<file path="src/rtl/core_pkg.sv">
// Shared types and constants for the RV32I core front end.
package core_pkg;
  localparam int XLEN = 32;
  localparam logic [XLEN-1:0] NOP_INSTR = 32'h0000_0013;

  typedef enum logic [1:0] {
    S_REQ,
    S_WAIT,
    S_HOLD,
    S_DROP
  } fetch_state_t;
endpackage

</file>
<file path="src/rtl/if_id_reg.sv">
// IF/ID pipeline register. One-cycle latency.
// Priority: reset/flush -> bubble, stall -> hold, load -> capture, else bubble.
module if_id_reg import core_pkg::*; #(
  parameter logic [XLEN-1:0] NOP = 32'h0000_0013
) (
  input  logic            clk,
  input  logic            reset,
  input  logic            flush,
  input  logic            stall,
  input  logic            load,
  input  logic [XLEN-1:0] instr_i,
  input  logic [XLEN-1:0] pc_i,
  output logic [XLEN-1:0] instr_o,
  output logic [XLEN-1:0] pc_o,
  output logic [XLEN-1:0] pc_plus4_o,
  output logic            valid_o
);

  logic [XLEN-1:0] instr_q, instr_d;
  logic [XLEN-1:0] pc_q, pc_d;
  logic [XLEN-1:0] pc_plus4_q, pc_plus4_d;
  logic            valid_q, valid_d;

  // A bubble only rewrites the instruction and valid bit; the PCs keep their last value.
  always_comb begin
    instr_d    = instr_q;
    pc_d       = pc_q;
    pc_plus4_d = pc_plus4_q;
    valid_d    = valid_q;
    if (flush) begin
      instr_d = NOP;
      valid_d = 1'b0;
    end else if (!stall) begin
      if (load) begin
        instr_d    = instr_i;
        pc_d       = pc_i;
        pc_plus4_d = pc_i + 32'd4;
        valid_d    = 1'b1;
      end else begin
        instr_d = NOP;
        valid_d = 1'b0;
      end
    end
  end

  always_ff @(posedge clk) begin
    if (reset) begin
      instr_q    <= NOP;
      pc_q       <= '0;
      pc_plus4_q <= '0;
      valid_q    <= 1'b0;
    end else begin
      instr_q    <= instr_d;
      pc_q       <= pc_d;
      pc_plus4_q <= pc_plus4_d;
      valid_q    <= valid_d;
    end
  end

  assign instr_o    = instr_q;
  assign pc_o       = pc_q;
  assign pc_plus4_o = pc_plus4_q;
  assign valid_o    = valid_q;

endmodule

</file>
<file path="src/rtl/fetch_stage.sv">
// IF stage: PCF, single-outstanding imem request FSM, 1-entry response buffer, IF/ID register.
// Delivers one instruction per (mem latency + 1) cycles; StallF/StallD park a response in the buffer.
module fetch_stage import core_pkg::*; #(
  parameter logic [31:0] RESET_PC  = 32'h0000_0000,
  parameter logic [31:0] NOP_INSTR = core_pkg::NOP_INSTR
) (
  input  logic        clk,
  input  logic        reset,
  input  logic        StallF,
  input  logic        StallD,
  input  logic        FlushD,
  input  logic        PCSrcE,
  input  logic [31:0] PCTargetE,
  output logic        imem_req_valid,
  input  logic        imem_req_ready,
  output logic [31:0] imem_addr,
  input  logic        imem_rsp_valid,
  input  logic [31:0] imem_rsp_data,
  output logic [31:0] InstrD,
  output logic [31:0] PCD,
  output logic [31:0] PCPlus4D,
  output logic        ValidD
);

  fetch_state_t state_q, state_d;
  logic [31:0]  pcf_q, pcf_d;
  logic [31:0]  buf_q, buf_d;
  logic         req_active;
  logic         deliver;
  logic [31:0]  deliver_instr;
  logic         can_advance;

  assign can_advance = !StallD && !StallF;

  always_comb begin
    state_d       = state_q;
    pcf_d         = pcf_q;
    buf_d         = buf_q;
    req_active    = 1'b0;
    deliver       = 1'b0;
    deliver_instr = buf_q;
    case (state_q)
      S_REQ: begin
        req_active = 1'b1;
        if (imem_req_ready) state_d = PCSrcE ? S_DROP : S_WAIT;
      end
      S_WAIT: begin
        if (PCSrcE) begin
          state_d = imem_rsp_valid ? S_REQ : S_DROP;
        end else if (imem_rsp_valid) begin
          if (can_advance) begin
            deliver       = 1'b1;
            deliver_instr = imem_rsp_data;
            state_d       = S_REQ;
          end else begin
            buf_d   = imem_rsp_data;
            state_d = S_HOLD;
          end
        end
      end
      S_HOLD: begin
        if (PCSrcE) begin
          buf_d   = NOP_INSTR;
          state_d = S_REQ;
        end else if (can_advance) begin
          deliver = 1'b1;
          state_d = S_REQ;
        end
      end
      S_DROP: begin
        if (imem_rsp_valid) state_d = S_REQ;
      end
      default: state_d = S_REQ;
    endcase
    if (deliver) pcf_d = pcf_q + 32'd4;
    // Redirect wins over sequential advance.
    if (PCSrcE) pcf_d = PCTargetE;
  end

  always_ff @(posedge clk) begin
    if (reset) begin
      state_q <= S_REQ;
      pcf_q   <= RESET_PC;
      buf_q   <= NOP_INSTR;
    end else begin
      state_q <= state_d;
      pcf_q   <= pcf_d;
      buf_q   <= buf_d;
    end
  end

  assign imem_req_valid = req_active && !reset;
  assign imem_addr      = pcf_q;

  if_id_reg #(.NOP(NOP_INSTR)) u_if_id (
    .clk       (clk),
    .reset     (reset),
    .flush     (FlushD),
    .stall     (StallD),
    .load      (deliver),
    .instr_i   (deliver_instr),
    .pc_i      (pcf_q),
    .instr_o   (InstrD),
    .pc_o      (PCD),
    .pc_plus4_o(PCPlus4D),
    .valid_o   (ValidD)
  );

endmodule

</file>
<file path="config.mk">
export PLATFORM = sky130hd
export DESIGN_NAME = fetch_stage
export DESIGN_NICKNAME = d
export VERILOG_FILES = /design/src/rtl/core_pkg.sv /design/src/rtl/if_id_reg.sv /design/src/rtl/fetch_stage.sv
export SDC_FILE = /design/constraint.sdc
export NUM_CORES = 1
export LEC_CHECK = 0
export BUFFER_PORTS_ARGS = -buffer_cell sky130_fd_sc_hd__buf_4
export CORE_AREA = 2 2 93 162
export DETAILED_ROUTE_END_ITERATION = 6
export DIE_AREA = 0 0 95 164
export PLACE_DENSITY_LB_ADDON = 0.15
export SLEW_MARGIN = 25
export SYNTH_ARGS = -nofsm -noshare
export SYNTH_HDL_FRONTEND = slang
export SYNTH_SLANG_ARGS = --single-unit
</file>
<file path="constraint.sdc">
create_clock -name clk -period 3 [get_ports clk]
set_clock_uncertainty 0.1 [all_clocks]
set_input_delay 0.15 -clock clk [delete_from_list [all_inputs] [get_ports clk]]
set_output_delay 0.15 -clock clk [all_outputs]
set_load 0.05 [all_outputs]
</file>
After elaboration in Yosys (flattened, before gate mapping). Index checks and enable logic that the tools add are counted.

Input port bits: 72. Word-level logic and storage cells: 62. Register bits after elaboration: 163. Output and inout port bits: 130.

Equality and inequality tests: 11. Multiplexer cells: 29. Add/subtract/negate cells: 1. Bitwise gates (word level): 2. Reduce and logical (&&, ||, !) cells: 12.

Operator list (count): 2-to-1 mux 32 bit (11); one-hot mux 32 bit (2 select lines) (1); adder 32 x 3 -> 32 bit (second input constant) (1); 2-to-1 mux 2 bit (9); inequality test 2 bit (second input constant) (6); one-hot mux 2 bit (4 select lines) (1); 2-to-1 mux 1 bit (6); inequality test 3 bit (second input constant) (2); AND reduction 5 bit (1); == test 2 bit (second input constant) (2); AND reduction 4 bit (1); nonzero test 2 bit (2); zero test 1 bit (3); AND reduction 3 bit (1); == test 2 x 1 -> 1 bit (second input constant) (1); logical AND 1 bit (2); zero test 2 bit (1); inverter 1 bit (2); one-hot mux 1 bit (2 select lines) (1); OR reduction 2 bit (1).

Longest topological paths before layout.
Word-level depth: 8. Depth in mapped cells: 9. Depth with buffers taken out: 7.

By module. From an unflattened synthesis, not the netlist that was laid out.

Cell total of the unflattened synthesis: 858. Area total of the unflattened synthesis: 7318.3 um^2.

By module, submodules not included: if_id_reg (area an instance 3867.5 um^2, instances 1, cells each 454); fetch_stage (area an instance 3450.8 um^2, instances 1, cells each 404).

Least setup slack after synthesis. Ideal clock, no wire load.

Kind: flip-flop to flip-flop. Start: register pcf_q[2] (netlist: imem_addr[2]). End: register pcf_q[16] (netlist: imem_addr[16]). Slack: 0.530 ns. Stages on the path, launching flop included: 7. Path buffers: 0. Data arrival time: 2.295 ns. Required time: 2.826 ns. Cell sequence: dfxtp_1 > ha_1 > nand3_1 > nor4_2 > nand3_1 > or3_1 > a31oi_1.

Cells in the longest elaborated chain, start to end: 3.

RTL lines: start: declaration (RTL line fetch_stage.sv:26) `logic [31:0] pcf_q, pcf_d;`; start signal: assignment (RTL line fetch_stage.sv:87) `pcf_q <= pcf_d;`; adder 32 x 3 -> 32 bit (RTL line fetch_stage.sv:75) `if (deliver) pcf_d = pcf_q + 32'd4;`; 2-to-1 mux 32 bit (RTL line fetch_stage.sv:75); 2-to-1 mux 32 bit (RTL line fetch_stage.sv:77) `if (PCSrcE) pcf_d = PCTargetE;`.

No other way between the ends. The select of a mux whose other input is x is not followed. A chain may end at the register's enable or synchronous reset.

Worst setup path in the final report. Same ends and word-level chain as after synthesis.

==> flow_metrics.env <==
export IMPL_final_design_area_no_fill_sq_um=10200
export IMPL_first_pass_iters=5
export IMPL_hpwl_mm=14.1
export IMPL_crit_required_ns=3.24
export IMPL_row_count=58
export IMPL_postRouteWirelength_mm=21.4
export IMPL_final_setup_tns_ns=0
export IMPL_initial_core_util_pct=50.9
export IMPL_via_per_inst=5.50
export IMPL_report_final_slew_viol_count=0
export IMPL_final_cell_mix="219 x buf_4, 182 x nand2_1, 161 x dfxtp_1"
export IMPL_ys_warnings_count=0
export IMPL_synth_avg_cell_area_sq_um=8.13
export IMPL_layout_commonest_cell="buf_4"
export IMPL_postLayoutCoreUtil_pct=71.1
export IMPL_power_density_nw_per_um2=573
export IMPL_cts_path_max_buffers=2
export IMPL_clock_fmax_ghz=0.406
export IMPL_cts_htree_levels=4
export IMPL_cts_buffers=17
export IMPL_avgRoutedWirePerCell_um=16.4
export IMPL_synth_cells=894
export IMPL_clock_root_buffer="clkbuf_16"
export IMPL_hold_ws_ns=0.0374
export IMPL_grt_pass1_wl_mm=33.3
export IMPL_ys_seq_area_share_pct=44.3
export IMPL_drc=0
export IMPL_synth_cell_types=52
export IMPL_rsz0062_at_grt="false"
export IMPL_gp_congestion=0.851
export IMPL_cp_data_arrival_time_ns=2.71
export IMPL_port_buffers=201
export IMPL_cts_tree="built"
export IMPL_grt_start_max_net_pins=89
export IMPL_clock_sinks=161
export IMPL_areaGrowthSynthToFinish_pct=39.7
export IMPL_clk_pin_slew_ns=0.07
export IMPL_finalCritPeriodShare_pct=82.1
export IMPL_ir_worst_vdd_v=0.000388
export IMPL_vias=7213
export IMPL_dieWidth_um=95
export IMPL_worstSetupEndpointType="register"
export IMPL_nets=1196
export IMPL_worst_pin_slew_ns=0.746
export IMPL_finalCriticalPeriod_ns=2.46
export IMPL_synth_fp_nets=972
export IMPL_drtAntennaViolNets=0
export IMPL_synth_seq_cells=161
export IMPL_p_leak_uw=0.00397
export IMPL_run_status="completed"
export IMPL_stdcell_count=1311
export IMPL_drive_gt1_share_pct=26.5
export IMPL_async_reset_ff_share_pct=0
export IMPL_setup_viol=0
export IMPL_core_sq_um=14300
export IMPL_first_global_vias=6816
export IMPL_antenna_found_initial=0
export IMPL_syn_area_sq_um=7270
export IMPL_relSlewSlack_pct=49.7
export IMPL_io_pins=202
export IMPL_maxCapViolations=0
export IMPL_grt_usage_pct=27.0
export IMPL_cts_repair_resized=0
export IMPL_cp_start_kind="register"
export IMPL_synth_edff_count=0
export IMPL_post_dp_cell_area_sq_um=8880
export IMPL_ys_flop_type="dfxtp_1"
export IMPL_dieHeight_um=164
export IMPL_critPathMaxFanout=8
export IMPL_clk_latency_ns=0.42
export IMPL_grt_ovfl_total=0
export IMPL_hold_class="in -> reg"
export IMPL_drtIter0Drc=257
export IMPL_path_class="reg -> reg"
export IMPL_placedCellCount=1214
export IMPL_final_hold_viol_count=0
export IMPL_diodes=0
export IMPL_dieArea_sq_um=15600
worst max-delay path, stage by stage (launching register included):
cell     delay [ns]
dfxtp_1        0.44
ha_1           0.30
nand3_1        0.29
nor4_2         0.58
nand3_1        0.18
or3_1          0.33
a31oi_1        0.15
Yosys cell counts, drive strengths merged (3+ instances only):
cell,instances,area share [%]
nand3,29,2.0
mux2,32,5.0
a41oi,8,0.96
o22ai,5,0.43
xor2,14,1.7
or3,13,1.1
nor4,5,0.72
and4,3,0.36
a31oi,17,1.5
ha,6,1.0
nand3b,12,1.2
nand4,13,1.3
o31a,5,0.60
buf,19,1.4
o21bai,4,0.41
xnor2,13,1.6
a21oi,111,7.6
dfxtp,161,44
o21ai,25,1.7
a22oi,9,0.93
a211oi,30,3.2
nand2,184,9.5
clkbuf,62,3.2
and2,4,0.34
nor2,59,3.0
inv,9,0.46
and3,5,0.43
nor2b,6,0.52
nor3,12,0.83
per-layer routing:
layer  GRT usage [%]  part of all wire (%)  vias to the layer above
met3            4.50                   5.2                       33
met2            48.7                    54                      238
met5               0                     0                        -
met1            31.2                    39                     3380
met4            10.7                   2.2                        0
li1                -                     -                     3562
repair_timing:
action | in CTS | in global routing
hold buffers | 65 | 0
endpoints found under the hold margin | 67 | 0
buffers inserted | 0 | 0
area by class of cell:
class                           instances  area [sq um]
Fill cell                            1161          4140
Multi-Input combinational cell        642          3710
Sequential cell                       161          3220
Timing Repair Buffer                  286          2330
Clock buffer                           18           439
Tap cell                              180           225
Clock inverter                         14           195
Inverter                               10          37.5
cell families (layout without fill, tap and decap cells):
kind of cell | after synthesis | after routing | share of synthesized area [%]
buffers and inverters | 91 | 328 | 5.18
adders and majority gates | 6 | 6 | 1.03
AOI/OAI and AO/OA | 224 | 224 | 18.6
muxes | 34 | 34 | 5.23
xor gates and xnor gates | 27 | 27 | 3.25
DFF | 161 | 161 | 44.3
and+or+nand+nor | 351 | 351 | 22.4
sequential cells by signal (all words and copies together) (netlist names):
| register | count |
|---|---|
| u_if_id.instr_o | 32 |
| u_if_id.valid_o | 1 |
| state_q | 2 |
| imem_addr | 32 |
| u_if_id.pc_o | 30 |
| buf_q | 32 |
| u_if_id.pc_plus4_o | 32 |
worst paths after layout:
path	start	endpoint	slack (ns)	cells after the start
max	imem_addr[2]	imem_addr[16]	0.54	6
min	PCSrcE	state_q[1]	0.04	4
max reg2reg	imem_addr[2]	imem_addr[16]	0.54	6
min reg2reg	buf_q[26]	buf_q[26]	0.35	2
report_power, final:
group	internal (uW)	switching (uW)	total, uW
logic	471	675	1150
registers	2250	97.3	2350
clock network	1370	962	2330
stage by stage:
stage	worst slack, ns	total power (uW)
3_3_place_gp	0.685	3450
4_1_cts	0.558	5860
3_5_place_dp	0.616	3470
2_1_floorplan	0.530	3110
5_1_grt	0.335	6060
6_report	0.538	5830
(Power assumes the default switching activity.)
